==> config.mk <==
export PLATFORM = sky130hd
export DESIGN_NAME = dmem_ctrl
export DESIGN_NICKNAME = d
export VERILOG_FILES = /design/src/rtl/dmem_ctrl.sv
export SDC_FILE = /design/constraint.sdc
export NUM_CORES = 1
export LEC_CHECK = 0
export ABC_AREA = 1
export CORE_UTILIZATION = 48
export CTS_BUF_LIST = sky130_fd_sc_hd__clkbuf_16
export DETAILED_ROUTE_END_ITERATION = 12
export PLACE_DENSITY = 0.87
export SETUP_SLACK_MARGIN = 0.1
export SYNTH_ARGS = -nofsm -noshare
export SYNTH_HDL_FRONTEND = slang
export SYNTH_SLANG_ARGS = --single-unit
export TNS_END_PERCENT = 50
==> constraint.sdc <==
create_clock -name clk_i -period 2.85 [get_ports clk_i]
set_input_delay 0.57 -clock clk_i [delete_from_list [all_inputs] [get_ports clk_i]]
set_output_delay 0.57 -clock clk_i [all_outputs]
set_load 0.05 [all_outputs]
==> src/rtl/dmem_ctrl.sv <==
`default_nettype none
// dmem_ctrl: two-requester front end for a 32-bit word memory with sub-word load extension and RMW stores.
// Define DMEM_CTRL_RR_EN for round-robin arbitration; fixed priority (FIXED_PRIO) otherwise.
module dmem_ctrl #(
  parameter int ADDR_W     = 11,
  parameter int FIXED_PRIO = 0
) (
  input  logic              clk_i,
  input  logic              rst_ni,
  input  logic              r0_req_i,
  input  logic              r0_we_i,
  input  logic [1:0]        r0_size_i,
  input  logic              r0_unsigned_i,
  input  logic [ADDR_W-1:0] r0_addr_i,
  input  logic [31:0]       r0_wdata_i,
  output logic              r0_gnt_o,
  output logic              r0_rvalid_o,
  output logic [31:0]       r0_rdata_o,
  output logic              r0_err_o,
  input  logic              r1_req_i,
  input  logic              r1_we_i,
  input  logic [1:0]        r1_size_i,
  input  logic              r1_unsigned_i,
  input  logic [ADDR_W-1:0] r1_addr_i,
  input  logic [31:0]       r1_wdata_i,
  output logic              r1_gnt_o,
  output logic              r1_rvalid_o,
  output logic [31:0]       r1_rdata_o,
  output logic              r1_err_o,
  output logic              mem_st_en_o,
  output logic [ADDR_W-1:0] mem_addr_o,
  output logic [31:0]       mem_st_data_o,
  input  logic [31:0]       mem_ld_data_i
);

  typedef enum logic [0:0] {ST_IDLE = 1'b0, ST_RMW_WR = 1'b1} state_e;

  state_e            state_q, state_d;
  logic              owner_q, owner_d;
  logic [ADDR_W-1:0] rmw_addr_q, rmw_addr_d;
  logic [31:0]       merged_q, merged_d;
  logic [1:0]        rvalid_q, rvalid_d;
  logic [31:0]       rdata_q, rdata_d;
  logic              err_q, err_d;
`ifdef DMEM_CTRL_RR_EN
  logic              rr_q, rr_d;
`endif

  logic              any_req, win;
  logic              sel_we, sel_uns;
  logic [1:0]        sel_size, off;
  logic [ADDR_W-1:0] sel_addr, word_addr;
  logic [31:0]       sel_wdata, shifted, ld_ext, lane_mask, merged_word;
  logic [4:0]        shamt;
  logic              misaligned, word_store, sub_store;

  // Grants are only possible in IDLE and never while reset is held.
  always_comb begin
    any_req = rst_ni && (state_q == ST_IDLE) && (r0_req_i || r1_req_i);
    if (r0_req_i && r1_req_i) begin
`ifdef DMEM_CTRL_RR_EN
      win = rr_q;
`else
      win = (FIXED_PRIO != 0);
`endif
    end else begin
      win = r1_req_i;
    end
  end

  assign r0_gnt_o = any_req && !win;
  assign r1_gnt_o = any_req && win;

  always_comb begin
    sel_we    = win ? r1_we_i       : r0_we_i;
    sel_uns   = win ? r1_unsigned_i : r0_unsigned_i;
    sel_size  = win ? r1_size_i     : r0_size_i;
    sel_addr  = win ? r1_addr_i     : r0_addr_i;
    sel_wdata = win ? r1_wdata_i    : r0_wdata_i;
    off       = sel_addr[1:0];
    shamt     = {off, 3'b000};
    word_addr = {sel_addr[ADDR_W-1:2], 2'b00};

    misaligned = (sel_size == 2'd3) || (sel_size == 2'd1 && off[0]) ||
                 (sel_size == 2'd2 && off != 2'd0);
    word_store = sel_we && !misaligned && (sel_size == 2'd2);
    sub_store  = sel_we && !misaligned && (sel_size != 2'd2);

    shifted = mem_ld_data_i >> shamt;
    case (sel_size)
      2'd0:    ld_ext = {{24{~sel_uns & shifted[7]}}, shifted[7:0]};
      2'd1:    ld_ext = {{16{~sel_uns & shifted[15]}}, shifted[15:0]};
      default: ld_ext = shifted;
    endcase

    lane_mask   = ((sel_size == 2'd0) ? 32'h0000_00FF : 32'h0000_FFFF) << shamt;
    merged_word = (mem_ld_data_i & ~lane_mask) | ((sel_wdata << shamt) & lane_mask);
  end

  always_comb begin
    mem_st_en_o   = 1'b0;
    mem_addr_o    = word_addr;
    mem_st_data_o = sel_wdata;
    if (state_q == ST_RMW_WR) begin
      mem_st_en_o   = 1'b1;
      mem_addr_o    = rmw_addr_q;
      mem_st_data_o = merged_q;
    end else if (any_req && word_store) begin
      mem_st_en_o = 1'b1;
    end
  end

  always_comb begin
    state_d    = state_q;
    owner_d    = owner_q;
    rmw_addr_d = rmw_addr_q;
    merged_d   = merged_q;
    rvalid_d   = 2'b00;
    rdata_d    = 32'h0;
    err_d      = 1'b0;
`ifdef DMEM_CTRL_RR_EN
    rr_d       = rr_q;
`endif
    if (state_q == ST_RMW_WR) begin
      state_d           = ST_IDLE;
      rvalid_d[owner_q] = 1'b1;
    end else if (any_req) begin
`ifdef DMEM_CTRL_RR_EN
      rr_d = ~win;
`endif
      if (misaligned) begin
        rvalid_d[win] = 1'b1;
        err_d         = 1'b1;
      end else if (sub_store) begin
        // Old word is sampled this edge; the merged word is written next cycle.
        state_d    = ST_RMW_WR;
        owner_d    = win;
        rmw_addr_d = word_addr;
        merged_d   = merged_word;
      end else begin
        rvalid_d[win] = 1'b1;
        if (!sel_we) rdata_d = ld_ext;
      end
    end
  end

  always_ff @(posedge clk_i or negedge rst_ni) begin
    if (!rst_ni) begin
      state_q    <= ST_IDLE;
      owner_q    <= 1'b0;
      rmw_addr_q <= '0;
      merged_q   <= 32'h0;
      rvalid_q   <= 2'b00;
      rdata_q    <= 32'h0;
      err_q      <= 1'b0;
`ifdef DMEM_CTRL_RR_EN
      rr_q       <= 1'b0;
`endif
    end else begin
      state_q    <= state_d;
      owner_q    <= owner_d;
      rmw_addr_q <= rmw_addr_d;
      merged_q   <= merged_d;
      rvalid_q   <= rvalid_d;
      rdata_q    <= rdata_d;
      err_q      <= err_d;
`ifdef DMEM_CTRL_RR_EN
      rr_q       <= rr_d;
`endif
    end
  end

  assign r0_rvalid_o = rvalid_q[0];
  assign r1_rvalid_o = rvalid_q[1];
  assign r0_rdata_o  = rvalid_q[0] ? rdata_q : 32'h0;
  assign r1_rdata_o  = rvalid_q[1] ? rdata_q : 32'h0;
  assign r0_err_o    = rvalid_q[0] & err_q;
  assign r1_err_o    = rvalid_q[1] & err_q;

endmodule
`default_nettype wire

==> results.py <==
metrics = {
    "floorplan": {
        "die_w_um": 115,
        "io_pins": 244,
        "rows": 41,
        "dieArea_um2": 13300,
        "initial_core_util_pct": 49.1,
        "die_h_um": 115,
        "core_um2": 12600,
    },
    "placement": {
        "dpl.hpwl_um": 16400,
        "dp_cells": 1426,
        "numPortBuffers": 241,
        "place_ws_ps": 12.5,
        "routabilityCongestion": 0.988,
    },
    "clocking": {
        "cts_tree": "built",
        "htree_levels": 3,
        "numCtsBuffers": 9,
        "cts-root-buf": "clkbuf_16",
        "clockBufferDepth": 2,
        "cts_setup_buffers": 0,
        "clkSinkCount": 78,
        "clk_pin_slew_worst_paths_ps": 70,
        "worstSkewPairLatency_ps": 350,
    },
    "sta": {
        "min_period_over_period_pct": 98.7,
        "tightest_slew_ps": 982,
        "max_freq_ghz": 0.356,
        "grt_setup_unrepaired": "yes",
        "max_slew_margin_pct": 34.5,
        "min_period_ps": 2810,
        "slew_violations": 0,
        "hold_viol_final": 0,
        "worst_hold_slack_ps": 482,
        "setup-tns-final_ps": 0,
        "skew_ps": 11.0,
        "finalSetupViolations": 0,
        "finalWorstSetupSlack_ps": 37.5,
    },
    "worst_setup_path": {
        "cp_max_fo": 14,
        "r2r_end": "rdata_q[0]",
        "critical_path_class": "in -> out",
        "arrival_ps": 2240,
        "reg2reg_slack_ps": 1080,
        "crit_required_ps": 2280,
        "startpoint_type": "input port",
        "r2r_cells": 7,
        "startpoint": "r0_req_i",
        "reg2reg_from": "state_q",
        "end_kind": "primary output",
    },
    "global_routing": {
        "grt_max_degree": 79,
        "track_usage_pct": 33.5,
        "antenna_found_initial": 0,
        "grt_pass1_wl_um": 33700,
        "gr-total-overflow": 0,
        "grt_pass1_vias": 6696,
    },
    "routing": {
        "drt-total-wl_um": 21300,
        "drc_errors": 0,
        "wl_met2_um": 10700,
        "drt-pass1-iter-count": 5,
        "vias_per_cell": 4.98,
        "post_drt_wl_per_cell_um": 14.7,
        "first_iter_violations": 436,
        "wl_met1_um": 8430,
        "ant_nets": 0,
        "dr.max_layer_used": "met4",
        "wl_met3_um": 1410,
        "vias": 7190,
    },
    "cells_and_area": {
        "final_common_cell": "nand2_1",
        "final_cells": 1443,
        "final_cell_mix": "516 x nand2_1, 159 x clkdlybuf4s50_1, 125 x inv_1, 77 x dfrtp_1, 70 x buf_4",
        "layout-drive-gt1-share_pct": 16.2,
        "fin_nets": 1396,
        "n_antenna_cell": 0,
        "area_delta_synth_final_pct": 54.3,
        "nFillCells": 1007,
    },
    "synthesis": {
        "synthSimpleGateAreaFrac_pct": 45.3,
        "yosys-mux-area-fraction_pct": 0,
        "syn_avg_cell_area_um2": 5.98,
        "synth_cells": 1032,
        "synth_top_family_by_area": "simple AND/OR/NAND/NOR gates",
        "synth_area_leader_cell": "dfrtp_1",
        "synthTopCellsByArea": "dfrtp_1 32%, nand2_1 31%, inv_1 7.6%",
        "netlist_area_um2": 6180,
        "ys_types": 28,
        "ys_seq_area_share_pct": 31.6,
        "synthAdderAreaFrac_pct": 0,
        "ys_warn_count": 0,
        "synthXorXnorAreaFrac_pct": 0,
        "ys_seq_elements": 78,
        "synth_compound_area_share_pct": 9.08,
        "synth_top_cell_area_share_pct": 31.6,
    },
    "power_and_ir_drop": {
        "intPower_mw": 2.63,
        "power.switching_mw": 1.59,
        "p_leak_nw": 5.31,
        "swShare_pct": 37.7,
        "pwr-share-comb_pct": 40.0,
        "vdd_ir_drop_max_v": 0.000293,
        "total_power_mw": 4.22,
        "pwr_density_cell_nw_per_um2": 443,
        "seqPwrFrac_pct": 34.5,
        "pwr-share-clk_pct": 25.5,
    },
    "hold_path": {
        "hold_class": "in -> async",
    },
    "job": {
        "drv_cap": 0,
    },
    "run_status": {
        "status": "finished clean",
    },
}
[layout make-up]
class / instances / area [µm²] / share of cell area (%)
multi-input combinational: 764 / 3440 / 36.1
inverter: 133 / 507 / 5.32
tap: 172 / 215 / 2.26
sequential: 78 / 1950 / 20.5
clock inverter: 7 / 48.8 / 0.512
clock buffer: 9 / 225 / 2.36
timing repair buffer: 280 / 3140 / 33.0
[registers in the layout, indices dropped and copies added (netlist names)]
register and flops:
rdata_q 32, state_q 1, err_q 1, rvalid_q 2, owner_q 1, rmw_addr_q 9, merged_q 32
[critical path, stage by stage]
cell and delay, ps:
clkdlybuf4s50_1 490, inv_2 60, nand2_4 100, buf_12 170, nand2_1 70, nand2_2 90, nand2_1 100, nand2_2 100
nand3_4 70, o21ai_1 140, buf_4 140, buf_12 120
[worst max path at each step]
stage | slack (ps) | to
detailed placement | 10 | mem_st_en_o
global route | -20 | mem_st_en_o
CTS | 40 | mem_st_en_o
floorplan | 30 | mem_st_data_o[5]
global placement | 40 | mem_st_en_o
finish | 40 | mem_st_en_o
[synthesized netlist by cell type]
master and n:
nor3_4 1, clkbuf_1 20, nand2_4 3, buf_1 1
nand3_2 3, nor2_1 38, nand2_2 12, nand3_1 52
inv_1 125, inv_2 6, buf_2 20, a31oi_1 18
nand2_8 1, nand2_1 516, inv_4 2, a21oi_2 8
nor3_1 6, buf_6 13, conb_1 1, nor2_4 7
a21oi_1 9, buf_4 4, nand3_4 2, o211ai_2 1
nand3b_1 8, o21ai_0 64, nor2_2 13, dfrtp_1 78
[kinds of logic after synthesis]
family / after synthesis
simple gates: 662
buf+inv: 191
compound gates: 100
flops: 78
other cells: 1
[timing repair]
action                     4_1_cts  5_1_grt
gates resized for setup          4        9
hold buffers                     0        0
setup endpoints to repair        1       17
gates cloned                     1        0
[per-layer routing]
metal	up-vias	global-route usage (%)
met1	3234	40.3
li1	3591	-
met4	0	15.6
met3	51	6.12
met5	-	0
met2	314	58.0
[power by group through the flow]
stage	logic [mW]	clock network (mW)	registers [mW]
floorplan	0.964	0	1.43
global placement	1.64	0	1.46
detailed placement	1.67	0	1.46
CTS	1.68	1.08	1.45
global route	1.83	1.15	1.48
finish	1.69	1.08	1.46
[through the flow]
step | util, % | area, µm²
2_1_floorplan | - | 6240
3_3_place_gp | 73.2 | 9200
3_5_place_dp | 73.2 | 9200
4_1_cts | 75.7 | 9520
5_1_grt | 75.8 | 9530
6_report | 75.8 | 9530
No activity file was read; power rests on OpenSTA's default activity.
